File: config.mk
export PLATFORM = sky130hd
export DESIGN_NAME = mem_port_arbiter
export DESIGN_NICKNAME = d
export VERILOG_FILES = /design/src/rtl/arb_pkg.sv /design/src/rtl/arb_timeout_ctr.sv /design/src/rtl/mem_port_arbiter.sv
export SDC_FILE = /design/constraint.sdc
export NUM_CORES = 1
export LEC_CHECK = 0
export ABC_AREA = 1
export CORE_MARGIN = 4
export CORE_UTILIZATION = 42
export DETAILED_ROUTE_END_ITERATION = 6
export GPL_TIMING_DRIVEN = 0
export PLACE_DENSITY = 0.83
export SLEW_MARGIN = 20
export SYNTH_ARGS = -nofsm -noshare
export SYNTH_HDL_FRONTEND = slang
export SYNTH_SLANG_ARGS = --single-unit
File: constraint.sdc
create_clock -name clk -period 1.6 [get_ports clk]
set_input_delay 0.24 -clock clk [delete_from_list [all_inputs] [get_ports clk]]
set_output_delay 0.24 -clock clk [all_outputs]
set_load 0.02 [all_outputs]
File: src/rtl/arb_pkg.sv
// Shared types and reset values for the memory port arbiter.
package arb_pkg;

  typedef enum logic [1:0] {
    S_IDLE,
    S_BUSY,
    S_RESP
  } arbstate;

  typedef enum logic {
    G_CORE,
    G_LOADER
  } granttype;

  // Loader counts as the previous winner out of reset so the core takes the first tie.
  localparam arbstate  RST_STATE      = S_IDLE;
  localparam granttype RST_LAST_GRANT = G_LOADER;
  localparam logic     RST_FLAG       = 1'b0;

endpackage

File: src/rtl/arb_timeout_ctr.sv
// Watchdog for one memory transaction: counts busy cycles, flags the last allowed one.
module arb_timeout_ctr #(
  parameter int TIMEOUT = 16
) (
  input  logic clk,
  input  logic reset_n,
  input  logic clear,
  input  logic enable,
  output logic expired
);

  localparam int CW = (TIMEOUT > 2) ? $clog2(TIMEOUT) : 1;

  logic [CW-1:0] count;

  assign expired = (count == CW'(TIMEOUT - 1));

  // Count up while enabled, holding at the terminal value until cleared.
  always_ff @(posedge clk or negedge reset_n) begin
    if (!reset_n) begin
      count <= '0;
    end else if (clear) begin
      count <= '0;
    end else if (enable && !expired) begin
      count <= count + 1'b1;
    end
  end

endmodule

File: src/rtl/mem_port_arbiter.sv
// Round-robin arbiter sharing one memory port between the CPU core and the loader.
//
// state  | meaning
// S_IDLE | no transfer; pick a winner among eligible requesters
// S_BUSY | mem_req held with a stable payload, waiting for mem_ack or timeout
// S_RESP | winner's ack (and err on timeout) is high for this one cycle
module mem_port_arbiter
  import arb_pkg::*;
#(
  parameter int ADDR_W  = 32,
  parameter int DATA_W  = 32,
  parameter int TIMEOUT = 16
) (
  input  logic              clk,
  input  logic              reset_n,
  input  logic              core_req,
  input  logic              core_we,
  input  logic [ADDR_W-1:0] core_addr,
  input  logic [DATA_W-1:0] core_wdata,
  output logic              core_ack,
  output logic [DATA_W-1:0] core_rdata,
  input  logic              ld_req,
  input  logic              ld_we,
  input  logic [ADDR_W-1:0] ld_addr,
  input  logic [DATA_W-1:0] ld_wdata,
  input  logic              ld_lock,
  output logic              ld_ack,
  output logic [DATA_W-1:0] ld_rdata,
  output logic              mem_req,
  output logic              mem_we,
  output logic [ADDR_W-1:0] mem_addr,
  output logic [DATA_W-1:0] mem_wdata,
  input  logic [DATA_W-1:0] mem_rdata,
  input  logic              mem_ack,
  output logic              err,
  output logic              err_sticky
);

  arbstate  state, state_nxt;
  granttype last_grant;
  logic     core_elig, ld_elig, pick_loader, any_req, expired, finish;

  assign core_elig   = core_req && !ld_lock;
  assign ld_elig     = ld_req;
  assign any_req     = core_elig || ld_elig;
  assign pick_loader = ld_elig && (!core_elig || (last_grant == G_CORE));
  assign finish      = mem_ack || expired;

  arb_timeout_ctr #(.TIMEOUT(TIMEOUT)) u_ctr (
    .clk     (clk),
    .reset_n (reset_n),
    .clear   (state != S_BUSY),
    .enable  (state == S_BUSY),
    .expired (expired)
  );

  // Next-state selection.
  always_comb begin
    state_nxt = state;
    case (state)
      S_IDLE:  if (any_req) state_nxt = S_BUSY;
      S_BUSY:  if (finish) state_nxt = S_RESP;
      S_RESP:  state_nxt = S_IDLE;
      default: state_nxt = S_IDLE;
    endcase
  end

  // State register.
  always_ff @(posedge clk or negedge reset_n) begin
    if (!reset_n) state <= RST_STATE;
    else          state <= state_nxt;
  end

  // Registered outputs; last_grant doubles as the owner of the transfer in flight.
  always_ff @(posedge clk or negedge reset_n) begin
    if (!reset_n) begin
      last_grant <= RST_LAST_GRANT;
      mem_req    <= RST_FLAG;
      mem_we     <= RST_FLAG;
      mem_addr   <= '0;
      mem_wdata  <= '0;
      core_ack   <= RST_FLAG;
      core_rdata <= '0;
      ld_ack     <= RST_FLAG;
      ld_rdata   <= '0;
      err        <= RST_FLAG;
      err_sticky <= RST_FLAG;
    end else begin
      case (state)
        S_IDLE: begin
          if (any_req) begin
            mem_req <= 1'b1;
            if (pick_loader) begin
              last_grant <= G_LOADER;
              mem_we     <= ld_we;
              mem_addr   <= ld_addr;
              mem_wdata  <= ld_wdata;
            end else begin
              last_grant <= G_CORE;
              mem_we     <= core_we;
              mem_addr   <= core_addr;
              mem_wdata  <= core_wdata;
            end
          end
        end
        S_BUSY: begin
          if (finish) begin
            mem_req <= 1'b0;
            mem_we  <= 1'b0;
            // A real acknowledge beats a coincident timeout.
            err     <= !mem_ack;
            if (!mem_ack) err_sticky <= 1'b1;
            if (last_grant == G_CORE) begin
              core_ack   <= 1'b1;
              core_rdata <= mem_ack ? mem_rdata : '0;
            end else begin
              ld_ack     <= 1'b1;
              ld_rdata   <= mem_ack ? mem_rdata : '0;
            end
          end
        end
        S_RESP: begin
          core_ack <= 1'b0;
          ld_ack   <= 1'b0;
          err      <= 1'b0;
        end
        default: begin
          core_ack <= 1'b0;
          ld_ack   <= 1'b0;
          err      <= 1'b0;
        end
      endcase
    end
  end

endmodule

Yosys cells after proc, flatten, opt, wreduce, memory -nomap -nowiden. Index checks and enable logic that the tools add are counted.

Register bits: 141. Input bits: 168. Word-level logic and storage cells: 69.

Add/sub/neg operators: 1. Equal/unequal tests: 7. Multiplexer cells: 23. Bitwise operators: 3. Reductions and logical operators: 22.

Operator list (number): $mux 32 (3); $reduce_and 3->1 (6); $mux 1 (10); $pmux 1 s2 (5); $mux 4 (2); $ne 2x2->1 const B (4); $reduce_and 2->1 (3); $add 4x1->4 const B (1); $eq 4x4->1 const B (1); $logic_not 1->1 (4); $mux 2 (2); $pmux 2 s2 (1); $reduce_bool 2->1 (2); $logic_and 1x1->1 (3); $logic_or 1x1->1 (3); $not 1->1 (3); $eq 2x1->1 const B (1); $logic_not 2->1 (1); $ne 2x1->1 const B (1).

Depth between registers and ports, before layout.
Word-level depth: 8. Gate-level depth with buffers: 8. Depth with buffers taken out: 6.

Cells and area by module. Synthesis repeated with hierarchy kept, for this count alone.

Cells, all modules: 877. Area total of the unflattened synthesis: 6790.3 µm².

Modules (own cells, without submodules): mem_port_arbiter (times used 1, cells each 848, area each 6565.0 µm²); arb_timeout_ctr (times used 1, cells each 29, area each 225.2 µm²).

Worst setup path before layout. No wires, ideal clock.

Kind: register -> register. Start point: register u_ctr.count[0]. End point: register core_rdata[10]. Setup time: 121 ps. Data arrival time: 1236 ps. Required time: 1479 ps. Slack: 243 ps. Stages on the path, launching flop included: 9. Path buffers: 2. Path through: dfrtp_1 ha_1 nand3_2 nand2_1 nand2_1 buf_6 buf_4 nand2_1 o21ai_1.

Cells in the longest elaborated chain, start to end: 3.

RTL lines: start: declaration (RTL line arb_timeout_ctr.sv:14) `logic [CW-1:0] count;`; start signal: assignment (RTL line arb_timeout_ctr.sv:25) `count <= count + 1'b1;`; $eq 4x4->1 (RTL line arb_timeout_ctr.sv:16) `assign expired = (count == CW'(TIMEOUT - 1));`; $logic_or 1x1->1 (RTL line mem_port_arbiter.sv:47) `assign finish = mem_ack || expired;`; $reduce_and 3->1 (no line); end signal: assignment (RTL line mem_port_arbiter.sv:115) `core_rdata <= mem_ack ? mem_rdata : '0;`; end: declaration (RTL line mem_port_arbiter.sv:21) `output logic [DATA_W-1:0] core_rdata,`.

Every way passes these cells. A chain may end at the register's enable or synchronous reset.

Final worst setup path.
Start point: register u_ctr.count[0]. End point: register ld_rdata[30].

Cells in the longest elaborated chain, start to end: 3.

RTL lines: $eq 4x4->1 (RTL line arb_timeout_ctr.sv:16); $logic_or 1x1->1 (RTL line mem_port_arbiter.sv:47); $reduce_and 3->1 (no line); end signal: assignment (RTL line mem_port_arbiter.sv:118) `ld_rdata <= mem_ack ? mem_rdata : '0;`; end: declaration (RTL line mem_port_arbiter.sv:28) `output logic [DATA_W-1:0] ld_rdata,`.

Every way passes these cells.

==> flow_metrics.tcl <==
set metrics [dict create \
    status "finished, final reports clean" \
    crit_start "u_ctr.count[0]" \
    ctsLongestPathBuffers 2 \
    synth_top_area_cell "dfrtp_1" \
    maxCapViolations 0 \
    clk_latency_ns 0.42 \
    hold_viol_final 0 \
    diodes 0 \
    synthTopCellsByArea "dfrtp_1 52%, nand2_1 18%, nand3_1 10%" \
    antenna_left 0 \
    fp-row-count 45 \
    wl_per_cell_um 15.32 \
    slew_headroom 0.6297 \
    portBuffers 300 \
    finalCritPeriodShare 0.9307 \
    worstSetupEndpoint "ld_rdata[30]" \
    grt_pass1_wl_mm 33.91 \
    initial_utilization 0.4350 \
    drc 0 \
    dp_cells 1381 \
    clkTransAtPathRegs_ns 0.06 \
    rr_startpoint "u_ctr.count[0]" \
    fin_worst_hold_slack_ns 0.1731 \
    routed-via-count 6746 \
    drive_above_1_share 0.07137 \
    cts_sinks 141 \
    coreArea_mm2 0.01537 \
    syn_avg_cell_area_um2 7.694 \
    fp.dieH_um 134.2 \
    first_iter_violations 320 \
    worst_pin_slew_ns 0.5555 \
    ys_seq_area_frac 0.5279 \
    critPathKind "flip-flop to flip-flop" \
    crit_path_start_kind "flip-flop" \
    reg2reg_to "ld_rdata[30]" \
    pin_count 302 \
    grt_max_degree 79 \
    tns_ns 0 \
    slew_viol_final 0 \
    antenna_found_initial 0 \
    power_density_mw_per_mm2 1702 \
    yosysWarnings 0 \
    hp-class "input port to flip-flop" \
    ir_drop_v 0.0008727 \
    first_global_vias 6565 \
    root_buffer "clkbuf_16" \
    fmax_mhz 671.5 \
    setup_viol 0 \
    cp_max_fo 10 \
    fin_skew_ns 0.007831 \
    die_w_um 134.2 \
    p_leak_uw 0.005759 \
    yosysUniqueCellTypes 19 \
    cts_tree "built" \
    stdcell_count 1416 \
    netlist_area_mm2 0.006686 \
    dieArea_mm2 0.01800 \
    grt_usage 0.2376 \
    cp.required_ns 1.89 \
    area_growth_pct 56.64 \
    synth-seq-cells 141 \
    drt-total-wl_mm 21.70 \
    finalCoreUtilization 0.6814 \
    r2r_cells 8 \
    finalWeightedCongestion 0.9129 \
    grt.overflow.total 0 \
    htreeDepth 4 \
    avgViaCountPerCell 4.764 \
    synth.top_cell.area_share 0.5240 \
    r2r_slack_ns 0.11 \
    hpwl_mm 16.80 \
    cts_buffers 17 \
    first_pass_iters 5 \
    period_needed_ns 1.489 \
    netlist_instances 869 \
    synth_fp_nets 1038 \
    critPathArrivalTime_ns 1.78 \
    cp-end-kind "flip-flop" \
    layout.nets 1361 \
]
## placed cells by master, fill, tap and decap left out, types with 3 or more instances in the layout
cell type	synthesis	routed
buf_4	14	13
nor2_1	4	4
nand2_1	319	317
clkbuf_1	11	8
dlygate4sd2_1	0	134
inv_1	141	141
buf_1	4	3
dfrtp_1	140	140
buf_2	14	14
clkbuf_2	0	5
o21ai_1	46	46
o21ai_0	23	23
nand3_1	135	134
clkinvlp_4	0	3
buf_6	10	13
clkbuf_16	0	17
clkdlybuf4s50_1	0	165
nand2_2	1	3
inv_6	0	4
## metrics by stage
| step | power (uW) | worst slack (ns) | area, um2 |
|---|---|---|---|
| finish | 17830 | 0.1109 | 10470 |
| CTS | 17920 | 0.01702 | 10430 |
| floorplan | 10400 | 0.2430 | 6686 |
| global route | 18940 | -0.01704 | 10470 |
| global placement | 14790 | -5.382 | 9953 |
| detailed placement | 14980 | -0.3285 | 9986 |
## logic make-up after synthesis
logic type,share of synthesized area
compound gates,0.05333
buf+inv,0.1306
flops,0.5279
simple gates,0.2863
fa+ha+maj,0.001871
## registers in the layout, indices dropped and copies added, names as in the netlist
register	flops
mem_addr	32
core_rdata	32
err	1
err_sticky	1
state	2
core_ack	1
ld_ack	1
mem_wdata	32
u_ctr.count	4
mem_req	1
ld_rdata	32
mem_we	1
last_grant	1
## cells in the mapped netlist
cell type and count:
dfstp_2 1, buf_1 4, inv_1 141, buf_2 14, nand3_2 1, o21ai_0 23
buf_4 14, ha_1 1, a21oi_1 1, dfrtp_1 140, nand3_1 135, a31oi_1 1
o21ai_1 46, nor3_1 2, nor2_1 4, nand2_2 1, buf_6 10, nand2_1 319
clkbuf_1 11
## how the worst min path moves through the flow
stage | start | end | slack [ns] | cells past startpoint
finish | mem_ack | core_rdata[28] | 0.17 | 3
detailed placement | reset_n | core_rdata[11] | 0.22 | 1
floorplan | reset_n | core_ack | -0.06 | 0
global placement | err_sticky | err_sticky | 0.46 | 2
global route | mem_ack | core_rdata[28] | 0.17 | 3
CTS | mem_ack | core_rdata[28] | 0.15 | 3
## layout make-up
type,count,area (um2)
clock inverter,13,153.9
tap,211,264.0
buffer,53,361.6
multi-input combinational,534,2300
clock buffer,19,442.9
inverter,141,529.3
timing repair buffer,304,2893
fill,1301,4897
sequential,141,3530
## timing repair
item	CTS	global route
gates resized for setup	137	11
endpoints found under the setup margin	155	98
pin swaps	0	0
hold buffers	1	0
buffers inserted	0	2
hold endpoints to repair	62	0
## report_power, final
part / leakage (uW) / switching [uW] / internal [uW]
sequential: 0.00178 / 869 / 5120
combinational: 0.00370 / 4840 / 3020
clock: 0.000285 / 1600 / 2380
total: 0.00576 / 7310 / 10500
## worst max-delay path, cell delays in order (launching register included)
cell and delay, ns:
dfrtp_1 0.39, ha_2 0.23, nand3_2 0.12, nand2_2 0.11
nand2_1 0.08, buf_6 0.15, buf_6 0.15, nand2_1 0.07
o21ai_1 0.07
## metal layers
layer	track usage	vias to the layer above	routed length [um]
li1	-	3306	-
met1	0.2719	3111	7899
met2	0.4126	293	10960
met3	0.08290	36	2266
met4	0.08541	0	571
met5	0	-	0
Power figures use the tool's default switching activity.
